File: config.mk
export PLATFORM = sky130hd
export DESIGN_NAME = dds_sweep_ctrl
export DESIGN_NICKNAME = d
export VERILOG_FILES = /design/src/rtl/dds_sweep_pkg.sv /design/src/rtl/dds_sweep_ctrl_dwell_timer.sv /design/src/rtl/dds_sweep_ctrl.sv
export SDC_FILE = /design/constraint.sdc
export NUM_CORES = 1
export LEC_CHECK = 0
export BUFFER_PORTS_ARGS = -buffer_cell sky130_fd_sc_hd__buf_2
export CAP_MARGIN = 20
export CORE_UTILIZATION = 47
export DETAILED_ROUTE_END_ITERATION = 6
export PLACE_DENSITY = 0.76
export SLEW_MARGIN = 30
export SYNTH_ARGS = -nofsm -noshare
export SYNTH_HDL_FRONTEND = slang
export SYNTH_HIERARCHICAL = 1
export SYNTH_SLANG_ARGS = --single-unit
export TNS_END_PERCENT = 20
File: constraint.sdc
create_clock -name clk -period 6.75 [get_ports clk]
set_input_delay 0.3375 -clock clk [delete_from_list [all_inputs] [get_ports clk]]
set_output_delay 0.3375 -clock clk [all_outputs]
set_load 0.01 [all_outputs]
File: src/rtl/dds_sweep_pkg.sv
// dds_sweep_pkg: shared mode/state encodings and default widths for the DDS sweep sequencer.
package dds_sweep_pkg;
  localparam int SWEEP_WIDTH   = 32;
  localparam int SWEEP_DWELL_W = 24;
  typedef enum logic [1:0] {SWEEP_UP = 2'd0, SWEEP_DOWN = 2'd1, SWEEP_SAW = 2'd2, SWEEP_TRI = 2'd3} mode_t;
  typedef enum logic {IDLE = 1'b0, RUN = 1'b1} state_t;
endpackage

File: src/rtl/dds_sweep_ctrl_dwell_timer.sv
// dwell_timer: loadable down-counter that pulses expire_o once every max(value,1) enabled cycles.
module dwell_timer
  import dds_sweep_pkg::*;
#(
  parameter int DWELL_W = SWEEP_DWELL_W
) (
  input  logic               clk,
  input  logic               rst_n,
  input  logic               en_i,
  input  logic               load_i,
  input  logic [DWELL_W-1:0] value_i,
  output logic               expire_o
);
  logic [DWELL_W-1:0] rld_q, rld_d, cnt_q, cnt_d;
  // Counting D-1 down to 0 makes a dwell of 0 behave exactly like 1.
  always_comb begin
    rld_d = load_i ? ((value_i == '0) ? '0 : value_i - DWELL_W'(1)) : rld_q;
    cnt_d = load_i ? rld_d : (en_i ? ((cnt_q == '0) ? rld_q : cnt_q - DWELL_W'(1)) : cnt_q);
  end
  always_ff @(posedge clk or negedge rst_n) begin
    if (!rst_n) begin
      rld_q <= '0;
      cnt_q <= '0;
    end else begin
      rld_q <= rld_d;
      cnt_q <= cnt_d;
    end
  end
  assign expire_o = en_i && (cnt_q == '0);
endmodule

File: src/rtl/dds_sweep_ctrl.sv
// dds_sweep_ctrl: steps the DDS tuning word between two endpoints with a programmable dwell,
// supporting single up/down, sawtooth and triangle sweeps.
module dds_sweep_ctrl
  import dds_sweep_pkg::*;
#(
  parameter int WIDTH   = SWEEP_WIDTH,
  parameter int DWELL_W = SWEEP_DWELL_W
) (
  input  logic               clk,
  input  logic               rst_n,
  input  logic               start_i,
  input  logic               stop_i,
  input  logic [1:0]         mode_i,
  input  logic [WIDTH-1:0]   f_start_i,
  input  logic [WIDTH-1:0]   f_stop_i,
  input  logic [WIDTH-1:0]   f_delta_i,
  input  logic [DWELL_W-1:0] dwell_i,
  output logic [WIDTH-1:0]   step_out_o,
  output logic               busy_o,
  output logic               done_o,
  output logic               marker_o,
  output logic               cfg_err_o
);
  state_t           state_q, state_d;
  mode_t            mode_q, mode_d;
  logic [WIDTH-1:0] lo_q, lo_d, hi_q, hi_d, dl_q, dl_d, step_q, step_d;
  logic             dir_q, dir_d, done_q, done_d, mk_q, mk_d, err_q, err_d;
  logic [WIDTH:0]   up_sum;
  logic [WIDTH-1:0] up_nxt, dn_nxt;
  logic             at_end, accept, bad, expire;
  dwell_timer #(.DWELL_W(DWELL_W)) u_timer (
    .clk      (clk),
    .rst_n    (rst_n),
    .en_i     (state_q == RUN),
    .load_i   (accept && !bad),
    .value_i  (dwell_i),
    .expire_o (expire)
  );
  // Endpoint clamps are evaluated one bit wider so large deltas never wrap.
  always_comb begin
    up_sum = {1'b0, step_q} + {1'b0, dl_q};
    up_nxt = (up_sum >= {1'b0, hi_q}) ? hi_q : up_sum[WIDTH-1:0];
    dn_nxt = ({1'b0, step_q} < {1'b0, lo_q} + {1'b0, dl_q}) ? lo_q : step_q - dl_q;
    at_end = dir_q ? (step_q == hi_q) : (step_q == lo_q);
    accept = (state_q == IDLE) && start_i && !stop_i;
    bad    = (f_delta_i == '0) || (f_start_i > f_stop_i);
    state_d = state_q;
    mode_d  = mode_q;
    lo_d    = lo_q;
    hi_d    = hi_q;
    dl_d    = dl_q;
    step_d  = step_q;
    dir_d   = dir_q;
    done_d  = 1'b0;
    mk_d    = 1'b0;
    err_d   = 1'b0;
    if (state_q == IDLE) begin
      if (accept && bad) begin
        err_d = 1'b1;
      end else if (accept) begin
        state_d = RUN;
        mode_d  = mode_t'(mode_i);
        lo_d    = f_start_i;
        hi_d    = f_stop_i;
        dl_d    = f_delta_i;
        step_d  = (mode_t'(mode_i) == SWEEP_DOWN) ? f_stop_i : f_start_i;
        dir_d   = (mode_t'(mode_i) != SWEEP_DOWN);
        mk_d    = 1'b1;
      end
    end else if (stop_i) begin
      state_d = IDLE;
    end else if (expire) begin
      if (!at_end) begin
        step_d = dir_q ? up_nxt : dn_nxt;
      end else if (mode_q == SWEEP_UP || mode_q == SWEEP_DOWN) begin
        done_d  = 1'b1;
        state_d = IDLE;
      end else if (mode_q == SWEEP_SAW) begin
        step_d = lo_q;
        mk_d   = 1'b1;
      end else begin
        dir_d  = !dir_q;
        step_d = dir_q ? dn_nxt : up_nxt;
        mk_d   = !dir_q || (lo_q == hi_q);
      end
    end
  end
  always_ff @(posedge clk or negedge rst_n) begin
    if (!rst_n) begin
      state_q <= IDLE;
      mode_q  <= SWEEP_UP;
      lo_q    <= '0;
      hi_q    <= '0;
      dl_q    <= '0;
      step_q  <= '0;
      dir_q   <= 1'b1;
      done_q  <= 1'b0;
      mk_q    <= 1'b0;
      err_q   <= 1'b0;
    end else begin
      state_q <= state_d;
      mode_q  <= mode_d;
      lo_q    <= lo_d;
      hi_q    <= hi_d;
      dl_q    <= dl_d;
      step_q  <= step_d;
      dir_q   <= dir_d;
      done_q  <= done_d;
      mk_q    <= mk_d;
      err_q   <= err_d;
    end
  end
  assign step_out_o = step_q;
  assign busy_o     = (state_q == RUN);
  assign done_o     = done_q;
  assign marker_o   = mk_q;
  assign cfg_err_o  = err_q;
endmodule

Yosys cells after proc, flatten, opt, wreduce, memory -nomap -nowiden
Cells that the tools add are included.
{ "totals": {"word_cells": 103, "regBits": 183} }
{ "classes": {"n_reduce_logical": 20, "bitwise_logic": 2, "n_mux": 47, "add_sub_neg": 5, "magnitude_cmp": 3, "n_eq_ne": 14} }
{ "op_table": {"columns": ["op", "count"], "rows": [
  ["$mux 32", 13],
  ["$mux 24", 5],
  ["$eq 32x32->1", 3],
  ["$add 32x32->33", 2],
  ["$logic_not 24->1", 2],
  ["$sub 24x1->24 const B", 2],
  ["$ge 33x32->1", 1],
  ["$lt 32x33->1", 1],
  ["$gt 32x32->1", 1],
  ["$logic_not 32->1", 1],
  ["$sub 32x32->32", 1],
  ["$mux 1", 29],
  ["$ne 2x2->1 const B", 4],
  ["$reduce_and 7->1", 1],
  ["$ne 2x1->1 const B", 3],
  ["$logic_and 1x1->1", 5],
  ["$reduce_and 5->1", 1],
  ["$eq 2x1->1 const B", 2],
  ["$reduce_bool 2->1", 2],
  ["$logic_not 1->1", 3],
  ["$logic_or 1x1->1", 3],
  ["$ne 3x3->1 const B", 1],
  ["$reduce_and 3->1", 1],
  ["$eq 2x2->1 const B", 1],
  ["other kinds (2)", 3]
]} }

Depth between registers and ports, before layout
Gate-level depths: netlist of the first run.
{ "logic_depth": {"ltp_word": 10, "ltp_mapped": 28, "mapped_depth_nobuf": 25} }

Modules after synthesis
The synthesis of the first run kept the hierarchy.
{ "modules_own_cells": {"columns": ["module", "area_each_um2", "cells_per_inst", "n_inst"], "rows": [
  ["dds_sweep_ctrl", 15767.6, 2020, 1],
  ["dwell_timer", 3325.7, 394, 1]
]} }

Worst setup path before layout of the first run
Ideal clock, no wire load.
{ "synth_timing": {"kind": "register -> register", "from": "register lo_q[0]", "to": "register step_q[31] (netlist: step_out_o[31])", "setup_time_ns": 0.132, "period_less_slack_ns": 5.314, "path_slack_ns": 1.436, "t_arrival_ns": 5.182, "path_stages_with_launch": 26, "path_buffers": 1, "cell_sequence": "dfrtp_1 > ha_1 > inv_1 > fa_1 > nand2b_1 > a21oi_2 > o221ai_2 > o31ai_2 > a21oi_2 > o41ai_4 > a21oi_1 > o21ai_0 > a21o_1 > a21oi_1 > xor2_1 > ha_1 > o21a_1 > a21oi_1 > a211o_1 > a41o_1 > a211o_1 > buf_6 > or3_1 > mux2_2 > a21oi_1 > o211ai_1"} }
{ "synth_between": {"elab_chain_len": 10, "elab_cells_between_ends": 15, "classes_between": "1 x add/sub; 1 x order compare; 2 x eq/ne; 10 x mux; 1 x reduce/logical"} }
{ "synth_lines": {"columns": ["item", "line", "source"], "rows": [
  ["start, declared", "dds_sweep_ctrl.sv:26", "logic [WIDTH-1:0] lo_q, lo_d, hi_q, hi_d, dl_q, dl_d, step_q, step_d;"],
  ["start signal, assigned", "dds_sweep_ctrl.sv:103", "lo_q <= lo_d;"],
  ["$add 32x32->33", "dds_sweep_ctrl.sv:43", "dn_nxt = ({1'b0, step_q} < {1'b0, lo_q} + {1'b0, dl_q}) ? lo_q : step_q - dl_q;"],
  ["$lt 32x33->1", "dds_sweep_ctrl.sv:43", null],
  ["$mux 32", "dds_sweep_ctrl.sv:43", null],
  ["$mux 32", "dds_sweep_ctrl.sv:83", "step_d = dir_q ? dn_nxt : up_nxt;"],
  ["$mux 32", "dds_sweep_ctrl.sv:78", "end else if (mode_q == SWEEP_SAW) begin"],
  ["$mux 32", "dds_sweep_ctrl.sv:75", "end else if (mode_q == SWEEP_UP || mode_q == SWEEP_DOWN) begin"],
  ["$mux 32", "dds_sweep_ctrl.sv:73", "if (!at_end) begin"],
  ["$mux 32", "dds_sweep_ctrl.sv:72", "end else if (expire) begin"],
  ["$mux 32", "dds_sweep_ctrl.sv:70", "end else if (stop_i) begin"],
  ["$mux 32", "dds_sweep_ctrl.sv:57", "if (state_q == IDLE) begin"],
  ["end signal, assigned", "dds_sweep_ctrl.sv:106", "step_q <= step_d;"],
  ["end, declared", "dds_sweep_ctrl.sv:26", null]
]} }
Parallel ways exist; a longest one is shown, timed or not. The select of a mux whose other input is x is not followed.
A chain may end at the register's enable or synchronous reset.

Worst setup path in the final report of the first run
{ "layout_timing": {"from": "register lo_q[0]", "to": "register step_q[17] (netlist: step_out_o[17])"} }
The elaborated chain is that of the path after synthesis.

==> impl_metrics.env, run 1 <==
export IMPL_worst_clock_skew_ps=14.54
export IMPL_synth_cells=2414
export IMPL_setup_viol=0
export IMPL_yosysUniqueCellTypes=103
export IMPL_num_vias=19550
export IMPL_synth_compound_area_share_pct=25.03
export IMPL_worst_slew_pin_slew_ps=987.3
export IMPL_antenna_cells=0
export IMPL_grt_pass1_wl_um=108700
export IMPL_power_total_w=0.01145
export IMPL_worstRegToRegCells=23
export IMPL_synth_top_family_by_area="compound AO/OA/AOI/OAI gates"
export IMPL_hold_ws_ps=83.42
export IMPL_hold_depth=3
export IMPL_grt_pass1_vias=18180
export IMPL_hold_start="f_delta_i[0]"
export IMPL_cts_root_buf="clkbuf_16"
export IMPL_fillers=3807
export IMPL_syn_area_per_cell_um2=7.909
export IMPL_synth_enable_flop_cells=0
export IMPL_post_cts_resized=0
export IMPL_yosysMostFrequentCell="nand2_1"
export IMPL_final_max_slew_viol_count=0
export IMPL_synthSimpleGateAreaFrac_pct=19.29
export IMPL_core_area_um2=39910
export IMPL_critPathArrivalTime_ps=6740
export IMPL_clkTransAtPathRegs_ps=80
export IMPL_synthTopCellsByArea="dfrtp_1 (24%), ha_1 (13%), xnor2_1 (6.2%)"
export IMPL_cts_max_path_buffers=2
export IMPL_maxCapViolCount=0
export IMPL_p_leak_nw=9.370
export IMPL_synthAdderAreaFrac_pct=13.03
export IMPL_firstDrtPassIters=7
export IMPL_ys_flop_type="dfrtp_1"
export IMPL_multi_input_area_um2=13340
export IMPL_hp_class="in2reg"
export IMPL_finalCriticalPeriod_ps=6389
export IMPL_track_usage_pct=34.52
export IMPL_dp_hpwl_um=55990
export IMPL_max_freq_ghz=0.1565
export IMPL_numCtsBuffers=17
export IMPL_finalHoldViolCount=0
export IMPL_die_y_um=203.6
export IMPL_grt_max_degree=89
export IMPL_synth_commonest_cells="nand2_1 (299), o21ai_0 (207), ha_1 (194), dfrtp_1 (182), inv_1 (170)"
export IMPL_async_flop_share_pct=100.0
export IMPL_top_level_ports=162
export IMPL_worstSkewPairLatency_ps=480
export IMPL_r2r_start="lo_q[0]$_DFFE_PN0P_"
export IMPL_nNetsFinal=2848
export IMPL_dp_cells=3030
export IMPL_routedWlPerCell_um=23.31
export IMPL_grt_overflow_total=0
export IMPL_r2r_slack_ps=360
export IMPL_drc=0
export IMPL_ir_drop_mv=0.5244
export IMPL_synth_mux_area_fraction_pct=4.699
export IMPL_cp_end_kind="register"
export IMPL_antenna_found_initial=1
export IMPL_instances_no_fill=3063
export IMPL_crit_fanout=8
export IMPL_rsz0062_at_grt="false"
export IMPL_outcome="finished clean"
export IMPL_dieArea_um2=41430
export IMPL_gp_congestion=1.044
export IMPL_final_period_utilization_pct=94.65
export IMPL_synth_top_cell_area_share_pct=23.85
export IMPL_start_kind="register"
export IMPL_area_sequential_um2=4582
export IMPL_io_buffer_count=161
export IMPL_worstHoldEndpoint="dl_q[0]$_DFFE_PN0P_"
export IMPL_synth_warnings=6
export IMPL_yosys_area_top_type="dfrtp_1"
export IMPL_ys_ff_latch=183
export IMPL_avgViaCountPerCell=6.383
export IMPL_wirelength_um=71400
export IMPL_synth_xor_area_share_pct=7.661
export IMPL_drtIter0Drc=2602
export IMPL_tns_ps=0
export IMPL_power_density_nw_per_um2=545.2
export IMPL_cts_sinks=183
export IMPL_maxSlewHeadroom_pct=34.18
export IMPL_cts_tree="built"
export IMPL_area_growth_synth_to_final_pct=9.947
export IMPL_synth_seq_area_share_pct=23.99
export IMPL_crit_type="reg2reg"
export IMPL_final_util_pct=52.59
export IMPL_rows=73
export IMPL_r2r_end="step_out_o[17]$_DFFE_PN0P_"
export IMPL_layout_drive_gt1_share_pct=11.54
export IMPL_syn_nets=2737
export IMPL_initial_core_util_pct=47.84
export IMPL_die_w_um=203.6
export IMPL_crit_required_ps=7100
export IMPL_ant_nets=0
export IMPL_cts_htree_levels=4
export IMPL_netlist_area_um2=19090
## per-layer routing
layer	track usage, %	routed length, um	vias up
li1	-	-	8977
met1	49.94	31110	9269
met2	48.38	28710	1147
met3	10.47	9269	157
met4	11.12	2295	2
met5	0	19	-
## worst max-delay path by stage
stage,start,to,slack (ps),cells past startpoint
floorplan,lo_q[0]$_DFFE_PN0P_,step_out_o[31]$_DFFE_PN0P_,1440,25
global placement,step_out_o[6]$_DFFE_PN0P_,step_out_o[30]$_DFFE_PN0P_,610,23
detailed placement,lo_q[0]$_DFFE_PN0P_,step_out_o[27]$_DFFE_PN0P_,530,24
CTS,lo_q[0]$_DFFE_PN0P_,step_out_o[27]$_DFFE_PN0P_,480,24
global route,step_out_o[6]$_DFFE_PN0P_,step_out_o[30]$_DFFE_PN0P_,3,23
finish,lo_q[0]$_DFFE_PN0P_,step_out_o[17]$_DFFE_PN0P_,360,23
## cells in the final DEF, fill, tap and decap left out, types with 31 or more instances in the layout
master,n
nand2_1,297
o21ai_0,207
ha_1,194
dfrtp_1,181
inv_1,169
nor2_1,163
buf_2,160
a21oi_1,147
xnor2_1,136
mux2i_1,84
a21o_1,53
nor4_1,46
buf_4,46
nor3_1,44
nand4_1,41
nand3_1,39
a211oi_1,31
xor2_1,31
## worst max-delay path, cell delays in order (launching register included)
cell and delay, ps:
dfrtp_1 500, ha_1 220, inv_1 50, fa_1 420, nand2b_1 200, a21oi_2 220
o221ai_2 200, o31ai_2 440, a21oi_2 160, o41ai_4 420, a21oi_1 210, o21bai_1 170
a21oi_1 90, xor2_1 150, ha_1 300, o21ai_0 70, o21ai_0 180, a21oi_1 120
a211o_1 280, a41o_1 250, a211oi_4 560, nor2_1 350, a2111oi_0 550, o22ai_1 140
## state kept, by name, summed over array words and instances, names as in the netlist, 2 cells and up
register,cells
u_timer/rld_q,24
lo_q,32
dl_q,32
hi_q,32
step_out_o,32
u_timer/cnt_q,24
mode_q,2
## cell families after synthesis
logic type / after synthesis
xor gates and xnor gates: 167
AOI/OAI and AO/OA: 717
adders and majority gates: 197
and+or+nand+nor: 773
DFF: 183
muxes: 89
buffers and inverters: 288
## power by group
part / leakage, nW / internal, W / switching, W / total (W)
sequential: 2.22 / 0.00142 / 0.000705 / 0.00213
combinational: 6.86 / 0.00316 / 0.00511 / 0.00827
clock: 0.289 / 0.000506 / 0.000543 / 0.00105
## layout make-up
type,instances,share of cell area [%]
flip-flops and latches,183,21.83
multi-input cells,1943,63.57
clock inverters,14,0.7271
clock buffers,18,2.092
repair buffers,208,5.573
inverters,172,3.087
well taps,525,3.129
## metrics by stage
step | cell area [um2] | setup WS (ps)
2_1_floorplan | 19090 | 1436
3_3_place_gp | 20390 | 613.9
3_5_place_dp | 20390 | 531.6
4_1_cts | 20990 | 475.4
5_1_grt | 20990 | 3.368
6_report | 20990 | 360.9
## what timing repair did
action | in CTS | in global routing
endpoints found under the hold margin | 74 | 0
hold buffers | 1 | 0
buffers inserted | 0 | 0
Note: power is estimated with default switching activity, not from simulation.
==> run 2: changes to the inputs <==
- CELL_PAD_IN_SITES_DETAIL_PLACEMENT: default -> 0
- CELL_PAD_IN_SITES_GLOBAL_PLACEMENT: default -> 1
- CORE_UTILIZATION: 47 -> 46
- PLACE_DENSITY: 0.76 -> 0.93
- SETUP_SLACK_MARGIN: default -> 0.3
==> impl_metrics.env, run 2 (synthesis gave the netlist of run 1 again) <==
export IMPL_outcome="finished clean"
export IMPL_crit_required_ps=7080
export IMPL_avgViaCountPerCell=6.414
export IMPL_worstRegToRegCells=22
export IMPL_cts_max_path_buffers=2
export IMPL_worst_slew_pin_slew_ps=952.8
export IMPL_place_ws_ps=272.9
export IMPL_maxSlewHeadroom_pct=36.13
export IMPL_setup_viol=0
export IMPL_cp_end_kind="register"
export IMPL_final_common_cell="nand2_1"
export IMPL_switching_power_w=0.006336
export IMPL_grt_overflow_total=0
export IMPL_nNetsFinal=2843
export IMPL_initial_core_util_pct=46.66
export IMPL_internal_power_w=0.005072
export IMPL_hold_depth=3
export IMPL_setup_slack_ps=519.2
export IMPL_ant_nets=0
export IMPL_hp_class="in2reg"
export IMPL_area_sequential_um2=4583
export IMPL_antenna_cells=0
export IMPL_io_buffer_count=161
export IMPL_p_comb_share_pct=71.9
export IMPL_worstHoldEndpoint="mode_q[0]$_DFFE_PN0P_"
export IMPL_die_y_um=205.7
export IMPL_top_level_ports=162
export IMPL_core_area_um2=40920
export IMPL_r2r_slack_ps=520
export IMPL_drtIter0Drc=2582
export IMPL_worst_clock_skew_ps=18.29
export IMPL_final_cell_mix="nand2_1 (297), o21ai_0 (206), ha_1 (194), dfrtp_1 (180), inv_1 (169)"
export IMPL_area_growth_synth_to_final_pct=10.31
export IMPL_final_max_slew_viol_count=0
export IMPL_dp_hpwl_um=56810
export IMPL_final_period_utilization_pct=92.31
export IMPL_antenna_found_initial=1
export IMPL_gp_congestion=0.9831
export IMPL_grt_max_degree=75
export IMPL_grt_pass1_wl_um=109400
export IMPL_dieArea_um2=42330
export IMPL_maxCapViolCount=0
export IMPL_seqPwrFrac_pct=18.8
export IMPL_cts_tree="built"
export IMPL_r2r_start="step_out_o[6]$_DFFE_PN0P_"
export IMPL_rsz0062_at_grt="true"
export IMPL_cts_sinks=183
export IMPL_ir_drop_mv=0.4722
export IMPL_grt_pass1_vias=18450
export IMPL_r2r_end="step_out_o[14]$_DFFE_PN0P_"
export IMPL_track_usage_pct=34.27
export IMPL_cts_root_buf="clkbuf_16"
export IMPL_drc=0
export IMPL_p_leak_nw=9.369
export IMPL_num_vias=19660
export IMPL_wirelength_um=72660
export IMPL_rows=74
export IMPL_firstDrtPassIters=7
export IMPL_worstSkewPairLatency_ps=470
export IMPL_cts_htree_levels=4
export IMPL_numCtsBuffers=17
export IMPL_power_density_nw_per_um2=541.6
export IMPL_tns_ps=0
export IMPL_finalCriticalPeriod_ps=6231
export IMPL_crit_type="reg2reg"
export IMPL_hold_start="mode_i[0]"
export IMPL_start_kind="register"
export IMPL_critPathArrivalTime_ps=6570
export IMPL_finalHoldViolCount=0
export IMPL_max_freq_ghz=0.1605
export IMPL_swShare_pct=55.54
export IMPL_crit_fanout=33
export IMPL_p_clk_share_pct=9.3
export IMPL_layout_drive_gt1_share_pct=11.53
export IMPL_die_w_um=205.7
export IMPL_multi_input_area_um2=13380
export IMPL_clkTransAtPathRegs_ps=80
export IMPL_routedWlPerCell_um=23.71
export IMPL_fillers=4017
[run 2: cell type report]
class,count,area share (%)
clock inverter,15,0.8376
multi-input combinational,1943,63.52
timing repair buffer,203,5.626
inverter,172,3.077
clock buffer,17,2.020
tap,532,3.160
sequential,183,21.76
[run 2: power groups by stage]
stage | Clock, W | Sequential (W) | Combinational (W)
final | 0.00106 | 0.00214 | 0.00820
after global routing | 0.00112 | 0.00216 | 0.00887
after CTS | 0.00107 | 0.00210 | 0.00795
after detailed placement | 0 | 0.00212 | 0.00789
after global placement | 0 | 0.00210 | 0.00777
after floorplan | 0 | 0.00185 | 0.00576
[run 2: per-layer routing]
| metal | up-vias | global-route usage [%] | part of all wire [%] |
|---|---|---|---|
| li1 | 8968 | - | - |
| met1 | 9450 | 48.83 | 43 |
| met2 | 1077 | 50.06 | 42 |
| met3 | 164 | 7.523 | 11 |
| met4 | 0 | 12.94 | 3.7 |
| met5 | - | 0 | 0 |
[run 2: repair_timing]
item | in CTS | in global routing
pin swaps | 0 | 1
hold buffers | 1 | 0
endpoints found under the hold margin | 45 | 0
setup buffers | 0 | 0
gates resized for setup | 1 | 8
setup endpoints to repair | 3 | 24
[run 2: how the worst max path moves through the flow]
| stage | startpoint | end | depth (start not counted) |
|---|---|---|---|
| after floorplan | lo_q[0]$_DFFE_PN0P_ | step_out_o[31]$_DFFE_PN0P_ | 25 |
| after global placement | lo_q[1]$_DFFE_PN0P_ | step_out_o[31]$_DFFE_PN0P_ | 23 |
| after detailed placement | lo_q[1]$_DFFE_PN0P_ | step_out_o[31]$_DFFE_PN0P_ | 23 |
| after CTS | lo_q[1]$_DFFE_PN0P_ | step_out_o[31]$_DFFE_PN0P_ | 23 |
| after global routing | lo_q[1]$_DFFE_PN0P_ | step_out_o[31]$_DFFE_PN0P_ | 24 |
| final | step_out_o[6]$_DFFE_PN0P_ | step_out_o[14]$_DFFE_PN0P_ | 22 |
[run 2: stage by stage]
stage	hold slack [ps]	cell area, um2	power (W)	std cells	utilization (%)
6_report	92.10	21060	0.01141	3065	51.46
5_1_grt	95.57	21060	0.01215	3065	51.46
4_1_cts	78.63	21020	0.01112	3065	51.37
3_5_place_dp	339.8	20400	0.01001	3032	49.86
3_3_place_gp	463.9	20380	0.009869	3031	49.79
2_1_floorplan	41.91	19090	0.007608	2414	-
[run 2: worst max-delay path: stages, from the launching register on]
cell,delay [ps]
dfrtp_1,530
ha_1,530
inv_1,190
a2111oi_2,380
a21oi_1,200
o311a_1,420
or2_2,320
a21oi_1,150
nor2_1,50
nor2_1,130
xnor2_1,170
ha_1,320
nand4_1,160
nor4_1,400
nand2_1,190
nor4_1,450
a2111oi_2,100
o211ai_4,120
buf_6,370
mux2i_1,290
nor2_1,60
a2111oi_0,390
a31oi_1,140
